**config.mk**
```make
export PLATFORM = sky130hd
export DESIGN_NAME = ex_mul_unit_flat
export DESIGN_NICKNAME = d
export VERILOG_FILES = /design/src/rtl/ex_pkg.sv /design/src/rtl/ex_mul_unit_if.sv /design/src/rtl/mul_negate.sv /design/src/rtl/ex_mul_unit.sv /design/src/flat_wrapper.sv
export SDC_FILE = /design/constraint.sdc
export NUM_CORES = 1
export LEC_CHECK = 0
export CAP_MARGIN = 20
export CELL_PAD_IN_SITES_DETAIL_PLACEMENT = 2
export CELL_PAD_IN_SITES_GLOBAL_PLACEMENT = 2
export CORE_ASPECT_RATIO = 0.5
export CORE_UTILIZATION = 36
export CTS_BUF_LIST = sky130_fd_sc_hd__clkbuf_16
export CTS_CLUSTER_SIZE = 16
export DETAILED_ROUTE_END_ITERATION = 8
export PLACE_DENSITY_LB_ADDON = 0.1
export SLEW_MARGIN = 10
export SYNTH_ARGS = -nofsm -noshare
export SYNTH_HDL_FRONTEND = slang
export SYNTH_SLANG_ARGS = --single-unit
```
**constraint.sdc**
```tcl
create_clock -name clk_i -period 6.47 [get_ports clk_i]
set_input_delay 0.9705 -clock clk_i [delete_from_list [all_inputs] [get_ports clk_i]]
set_output_delay 0.9705 -clock clk_i [all_outputs]
set_load 0.02 [all_outputs]
```
**src/rtl/ex_pkg.sv**
```systemverilog
// EX-stage shared types: multiplier FSM states and default operand width.
package ex_pkg;

  localparam int MUL_WIDTH = 32;

  typedef enum logic [1:0] {
    IDLE,
    BUSY,
    DONE
  } mul_state_t;

endpackage

```
**src/rtl/ex_mul_unit_if.sv**
```systemverilog
// Handshake bundle between EX control/ID-EX outputs and the multiplier.
interface ex_mul_unit_if
  import ex_pkg::*;
#(
  parameter int WIDTH = MUL_WIDTH
);

  logic             start_i;
  logic             signed_i;
  logic             flush_i;
  logic [WIDTH-1:0] data1_i;
  logic [WIDTH-1:0] data2_i;
  logic             stall_o;
  logic             busy_o;
  logic             valid_o;
  logic [WIDTH-1:0] result_lo_o;
  logic [WIDTH-1:0] result_hi_o;

  modport master (
    output start_i, signed_i, flush_i,
    output data1_i, data2_i,
    input  stall_o, busy_o, valid_o,
    input  result_lo_o, result_hi_o
  );

  modport slave (
    input  start_i, signed_i, flush_i,
    input  data1_i, data2_i,
    output stall_o, busy_o, valid_o,
    output result_lo_o, result_hi_o
  );

endinterface

```
**src/rtl/mul_negate.sv**
```systemverilog
// Conditional two's-complement negate: out = neg ? -in : in.
module mul_negate #(
  parameter int N = 64
) (
  input  logic [N-1:0] in_i,
  input  logic         neg_i,
  output logic [N-1:0] out_o
);

  assign out_o = neg_i ? (~in_i + N'(1)) : in_i;

endmodule

```
**src/rtl/ex_mul_unit.sv**
```systemverilog
// Iterative shift-add 32x32->64 multiplier in EX; stalls the front end.
// Optional MUL_EARLY_OUT_EN: finish as soon as the multiplier runs out of ones.
module ex_mul_unit
  import ex_pkg::*;
#(
  parameter int WIDTH = MUL_WIDTH,
  parameter int CNT_W = 6
) (
  input logic          clk_i,
  input logic          rst_i,
  ex_mul_unit_if.slave mul
);

  localparam int PW = 2 * WIDTH;

  mul_state_t       state;
  logic [PW-1:0]    product;
  logic [PW-1:0]    mcand;
  logic [WIDTH-1:0] mplier;
  logic [CNT_W-1:0] cnt;
  logic             neg;
  logic [WIDTH-1:0] res_lo;
  logic [WIDTH-1:0] res_hi;

  logic             sign1;
  logic             sign2;
  logic [WIDTH-1:0] mag1;
  logic [WIDTH-1:0] mag2;
  logic [PW-1:0]    sum;
  logic [PW-1:0]    fin;
  logic [WIDTH-1:0] mplier_nx;
  logic             last;

  assign sign1 = mul.signed_i & mul.data1_i[WIDTH-1];
  assign sign2 = mul.signed_i & mul.data2_i[WIDTH-1];

  mul_negate #(.N(WIDTH)) u_mag1 (
    .in_i (mul.data1_i),
    .neg_i(sign1),
    .out_o(mag1)
  );

  mul_negate #(.N(WIDTH)) u_mag2 (
    .in_i (mul.data2_i),
    .neg_i(sign2),
    .out_o(mag2)
  );

  assign sum       = product + (mplier[0] ? mcand : '0);
  assign mplier_nx = mplier >> 1;

`ifdef MUL_EARLY_OUT_EN
  assign last = (cnt == '0) || (mplier_nx == '0);
`else
  assign last = (cnt == '0);
`endif

  mul_negate #(.N(PW)) u_fix (
    .in_i (sum),
    .neg_i(neg),
    .out_o(fin)
  );

  always_ff @(posedge clk_i) begin
    if (rst_i) begin
      state   <= IDLE;
      product <= '0;
      mcand   <= '0;
      mplier  <= '0;
      cnt     <= '0;
      neg     <= 1'b0;
      res_lo  <= '0;
      res_hi  <= '0;
    end else if (mul.flush_i) begin
      state <= IDLE;
    end else begin
      case (state)
        IDLE: if (mul.start_i) begin
          mcand   <= {{WIDTH{1'b0}}, mag1};
          mplier  <= mag2;
          neg     <= sign1 ^ sign2;
          product <= '0;
          cnt     <= CNT_W'(WIDTH - 1);
          state   <= BUSY;
        end
        BUSY: begin
          product <= last ? fin : sum;
          mcand   <= mcand << 1;
          mplier  <= mplier_nx;
          cnt     <= cnt - CNT_W'(1);
          if (last) begin
            res_lo <= fin[WIDTH-1:0];
            res_hi <= fin[PW-1:WIDTH];
            state  <= DONE;
          end
        end
        default: state <= IDLE;
      endcase
    end
  end

  // Release the front end in DONE so the next op lands in ID/EX.
  always_comb begin
    mul.stall_o = 1'b0;
    priority case (1'b1)
      mul.flush_i:    mul.stall_o = 1'b0;
      state == IDLE:  mul.stall_o = mul.start_i;
      state == BUSY:  mul.stall_o = 1'b1;
      default:        mul.stall_o = 1'b0;
    endcase
  end

  assign mul.busy_o      = (state != IDLE);
  assign mul.valid_o     = (state == DONE);
  assign mul.result_lo_o = res_lo;
  assign mul.result_hi_o = res_hi;

endmodule

```
**src/flat_wrapper.sv**
```systemverilog
// flat-port wrapper written by rule: the top's interface ports become plain ports
module ex_mul_unit_flat import ex_pkg::*;
#(
  parameter int WIDTH = MUL_WIDTH,
  parameter int CNT_W = 6
)
  (clk_i, rst_i, mul_start_i, mul_signed_i, mul_flush_i, mul_data1_i, mul_data2_i, mul_stall_o, mul_busy_o, mul_valid_o, mul_result_lo_o, mul_result_hi_o);
  ex_mul_unit_if #(.WIDTH(WIDTH)) mul_i ();
  input logic clk_i;
  input logic rst_i;
  input wire logic [$bits(mul_i.start_i)-1:0] mul_start_i;
  input wire logic [$bits(mul_i.signed_i)-1:0] mul_signed_i;
  input wire logic [$bits(mul_i.flush_i)-1:0] mul_flush_i;
  input wire logic [$bits(mul_i.data1_i)-1:0] mul_data1_i;
  input wire logic [$bits(mul_i.data2_i)-1:0] mul_data2_i;
  output wire logic [$bits(mul_i.stall_o)-1:0] mul_stall_o;
  output wire logic [$bits(mul_i.busy_o)-1:0] mul_busy_o;
  output wire logic [$bits(mul_i.valid_o)-1:0] mul_valid_o;
  output wire logic [$bits(mul_i.result_lo_o)-1:0] mul_result_lo_o;
  output wire logic [$bits(mul_i.result_hi_o)-1:0] mul_result_hi_o;
  assign mul_i.start_i = mul_start_i;
  assign mul_i.signed_i = mul_signed_i;
  assign mul_i.flush_i = mul_flush_i;
  assign mul_i.data1_i = mul_data1_i;
  assign mul_i.data2_i = mul_data2_i;
  assign mul_stall_o = mul_i.stall_o;
  assign mul_busy_o = mul_i.busy_o;
  assign mul_valid_o = mul_i.valid_o;
  assign mul_result_lo_o = mul_i.result_lo_o;
  assign mul_result_hi_o = mul_i.result_hi_o;
  ex_mul_unit #(.WIDTH(WIDTH), .CNT_W(CNT_W)) u_core (.clk_i(clk_i), .rst_i(rst_i), .mul(mul_i));
endmodule
```
# == Yosys cells after proc, flatten, opt, wreduce, memory -nomap -nowiden ==
# Cells that the tools add are included.
# classes
n_addsub,5
eq_ne,4
muxes,19
bitwise_logic,7
n_reduce_logical,9
# op_table
operator,n
2-to-1 mux 64 bit,5
case mux 64 bit (2 select lines),2
2-to-1 mux 32 bit,3
adder 32 x 1 -> 32 bit (second input constant),2
adder 64 x 1 -> 64 bit (second input constant),1
adder 64 bit,1
NOT 32 bit,2
NOT 64 bit,1
case mux 32 bit (2 select lines),1
case mux 6 bit (2 select lines),1
AND reduction 3 bit,3
zero test 6 bit,1
2-to-1 mux 6 bit,1
subtractor 6 x 1 -> 6 bit (second input constant),1
2-to-1 mux 2 bit,2
case mux 2 bit (2 select lines),1
nonzero test 2 bit,2
2-to-1 mux 1 bit,3
AND 1 bit,2
== test 2 x 1 -> 1 bit (second input constant),1
== test 2 bit (second input constant),1
zero test 2 bit,1
inequality test 2 x 1 -> 1 bit (second input constant),1
inequality test 2 bit (second input constant),1
other kinds (4),4
# totals
ff_bits,233
out_inout_bits,67
elab_cells,52

# == Depth between registers and ports, before layout ==
# logic_depth
word_depth,7
depth_mapped,19
ltp_nobuf,16

# == Hierarchy ==
# A second synthesis with hierarchy kept.
# hier_totals
hier_cells,2101
hier_area_um2,16824.9
# by_module_without_submodules
mod,n_inst,cells_each,area_per_inst_um2
ex_mul_unit,1,1697,13621.8
mul_negate (u_core.u_fix),1,206,1649.1
mul_negate (u_core.u_mag1 ...),2,99,777.0

# == Worst setup path after synthesis ==
# No wires, ideal clock.
# synth_path
kind,register to register
start,register u_core.mplier[0]
end,"register u_core.res_hi[18], in the netlist u_core.mul.result_hi_o[18]"
setup_ps,86
arrival_time_ps,4578
required_time_ps,6384
setup_slack_ps,1807
stages_incl_launch_ff,19
period_less_slack_ps,4663
cell_sequence,dfxtp_1 clkbuf_1 clkbuf_1 and2_1 ha_1 inv_1 fa_1 nand2b_2 a21boi_1 o21ai_0 a2111o_1 nand2b_4 or2_1 or3_1 or4_4 nor4_4 a21oi_1 xnor2_1 a211oi_1
# synth_between
elab_chain_cells,5
# synth_lines
element,line,text
"start, declared",ex_mul_unit.sv:19,logic [WIDTH-1:0] mplier;
"start signal, assigned",ex_mul_unit.sv:80,mplier <= mag2;
"start signal, assigned",ex_mul_unit.sv:89,mplier <= mplier_nx;
2-to-1 mux 64 bit (*),ex_mul_unit.sv:49,assign sum = product + (mplier[0] ? mcand : '0);
adder 64 bit (*),ex_mul_unit.sv:49,
NOT 64 bit,mul_negate.sv:10,assign out_o = neg_i ? (~in_i + N'(1)) : in_i;
adder 64 x 1 -> 64 bit,mul_negate.sv:10,
2-to-1 mux 64 bit (*),mul_negate.sv:10,
"end signal, assigned",ex_mul_unit.sv:93,res_hi <= fin[PW-1:WIDTH];
"end, declared",ex_mul_unit.sv:23,logic [WIDTH-1:0] res_hi;
# Mark *: on every way between the ends. The rest lies on a longest branch, timed or not.
# A chain may end at the register's enable or synchronous reset.

# == Final worst setup path ==
# layout_path
start,register u_core.mplier[0]
end,"register u_core.res_hi[28], in the netlist u_core.mul.result_hi_o[28]"
# The elaborated chain is that of the path after synthesis.

==> impl_metrics.toml <==
[clocking]
cts_hold_buffers = 0
cts_buffer_depth = 3
cts_tree = "done"
postCtsResizedCells = 0
clock_latency_ns = 0.58
numCtsBuffers = 25
root_buffer = "clkbuf_16"
post_cts_buffers = 0
htreeDepth = 1
cts.sinks = 233
clkTransAtPathRegs_ns = 0.07

[timing]
slew_headroom_pct = 29.5
fin_tns_setup_ns = 0
finalClockSkew_ns = 0.0211
worst_pin_slew_ns = 1.06
rsz0062_at_grt = "false"
setup_violations = 0
fin_crit_ns = 5.79
max_freq_ghz = 0.173
finalHoldViolations = 0
slew_violations = 0
post-route-period-util_pct = 89.5

[floorplanning]
ioPinCount = 136
initial_core_util_pct = 36.7
die_area_mm2 = 0.0489
fp.dieH_um = 157
rows = 56
floorplan.die.width_um = 312
core_mm2 = 0.0471

[drt]
wire_per_inst_um = 23.7
vias = 17300
via_per_inst = 5.96
postRouteAntennaNets = 0
drt_iter0_markers = 1079
routed_wl_um = 68900
drtPass1Iterations = 7
drc = 0

[worst_setup_path]
endpoint_kind = "flip-flop"
worstPathMaxFanout = 32
crit_arrival_ns = 6.27
crit_path_start_kind = "flip-flop"
crit_type = "reg2reg"
worstPathRequired_ns = 6.95

[yosys]
synth_edf_count = 0
syn-num-nets = 2339
synth_ff_type = "dfxtp_1"
avgSynthCellArea_um2 = 7.84
syn_area_mm2 = 0.0173
ys_types = 108
yosys_register_bits = 233
async_flop_share_pct = 0
ys_seq_area_share_pct = 27.0
yosys_warnings = 0
synth_cells = 2201

[final_layout]
syn2layout_area_growth_pct = 15.0
finalCoreUtilization_pct = 42.1
final_cell_mix = "nor2_1 (262), dfxtp_1 (232), nand2_1 (200)"
layout_commonest_cell = "nor2_1"
design_area_mm2 = 0.0198
fillers = 5426
drive_gt1_share_pct = 7.15
fin_nets = 2385
diodes = 0

[global_route]
globalRouteTotalUtil_pct = 27.7
overflow = 0
grt_pass1_vias = 18000
antenna_found_initial = 3
grt_start_max_net_pins = 94
grt_pass1_wl_um = 107000

[place]
dpl.hpwl_um = 52600
placed_area_mm2 = 0.0191
gp_congestion = 0.964
port-buffer-count = 135

[hold_path]
hold_path.class = "reg2reg"

[power]
ir_worst_vdd_mv = 0.165
cellPowerDensity_mw_per_mm2 = 170
p_total_w = 0.00337
p_leak_nw = 7.25

[run]
cap_violations = 0

[outcome]
outcome = "finished clean"
-- area by class of cell --
| cell class | instances | area [µm²] | share of cell area [%] |
|---|---|---|---|
| tap | 638 | 798 | 4.02 |
| clock buffer | 25 | 626 | 3.15 |
| clock inverter | 20 | 133 | 0.668 |
| timing repair buffer | 160 | 1540 | 7.78 |
| sequential | 233 | 4670 | 23.5 |
| inverter | 38 | 143 | 0.719 |
| multi-input combinational | 1789 | 11900 | 60.1 |
-- Yosys cell counts (all sizes together), types with 7 or more instances --
| library cell | count | area share (%) |
|---|---|---|
| a211o | 10 | 0.51 |
| a211oi | 70 | 3.4 |
| a21boi | 7 | 0.33 |
| a21o | 25 | 1.1 |
| a21oi | 166 | 5.0 |
| a221oi | 7 | 0.46 |
| a222oi | 56 | 3.2 |
| a22o | 40 | 2.0 |
| a22oi | 25 | 1.1 |
| a311oi | 7 | 0.39 |
| a31oi | 13 | 0.65 |
| and2 | 83 | 3.0 |
| and3 | 14 | 0.51 |
| and4 | 11 | 0.56 |
| buf | 29 | 0.85 |
| clkbuf | 112 | 2.4 |
| dfxtp | 233 | 27 |
| ha | 68 | 4.9 |
| inv | 38 | 0.83 |
| nand2 | 202 | 4.4 |
| nand2b | 14 | 0.57 |
| nand3 | 33 | 0.96 |
| nand4 | 36 | 1.5 |
| nor2 | 265 | 5.8 |
| nor3 | 50 | 1.5 |
| nor4 | 21 | 1.1 |
| o211ai | 13 | 0.73 |
| o21a | 20 | 0.87 |
| o21ai | 155 | 4.6 |
| o31ai | 26 | 1.3 |
| o41ai | 8 | 0.54 |
| or2 | 12 | 0.45 |
| or3 | 20 | 0.78 |
| or4 | 8 | 0.41 |
| xnor2 | 124 | 6.3 |
| xor2 | 99 | 5.1 |
-- routing by layer --
metal / up-vias / share of wire, % / global-route usage [%] / routed length (µm)
li1: 8176 / - / - / -
met1: 8701 / 46 / 36.3 / 31800
met2: 329 / 47 / 47.9 / 32400
met3: 104 / 3.7 / 3.23 / 2560
met4: 2 / 3.1 / 8.31 / 2150
met5: - / 0.019 / 0 / 13
-- stage by stage --
step | setup slack [ns] | std cells | hold slack (ns)
2_1_floorplan | 1.81 | 2201 | 0.430
3_3_place_gp | 0.931 | 2857 | 0.441
3_5_place_dp | 0.750 | 2858 | 0.448
4_1_cts | 0.718 | 2903 | 0.457
5_1_grt | 0.296 | 2903 | 0.484
6_report | 0.677 | 2903 | 0.452
-- critical path, stage by stage, from the launching register on --
cell and delay [ns]:
dfxtp_1 0.49, buf_4 0.33, buf_4 0.35, and2_1 0.19, ha_1 0.38, a21oi_1 0.28, a21boi_0 0.19, a211oi_2 0.44
o21ai_2 0.13, or4_4 0.56, and2_4 0.18, xnor2_1 0.57, nand4_2 0.43, nor4_4 0.46, nand2_1 0.13, mux2_1 0.35
a221oi_2 0.22
-- power breakdown --
group          switching (W)  internal, W
clock network       0.000664     0.000744
registers          0.0000301      0.00147
logic               0.000290     0.000173
-- sequential cells by signal, summed over array words and instances (netlist names) --
name	cells
u_core.mplier	32
u_core.mul.result_lo_o	32
u_core.product	64
u_core.neg	1
u_core.mul.result_hi_o	32
u_core.state	2
u_core.cnt	6
u_core.mcand	64
-- logic make-up (layout without fill, tap and decap cells) --
family | Yosys count | count (layout) | synth area share, %
simple gates | 790 | 790 | 22.6
compound gates | 699 | 699 | 29.4
flops | 233 | 233 | 27.0
xor+xnor | 223 | 223 | 11.4
buf+inv | 179 | 243 | 4.11
fa+ha+maj | 69 | 69 | 5.05
mux | 8 | 8 | 0.486
-- worst paths after layout --
check,startpoint,to,slack (ns),cells after the start
worst max-delay path,u_core.mplier[0]$_SDFFE_PP0P_,u_core.mul.result_hi_o[28]$_SDFFE_PP0P_,0.68,16
worst min-delay path,u_core.product[50]$_SDFFE_PP0P_,u_core.product[50]$_SDFFE_PP0P_,0.45,2
worst max register to register,u_core.mplier[0]$_SDFFE_PP0P_,u_core.mul.result_hi_o[28]$_SDFFE_PP0P_,0.68,16
worst min register to register,u_core.product[50]$_SDFFE_PP0P_,u_core.product[50]$_SDFFE_PP0P_,0.45,2
Power figures use the tool's default switching activity.
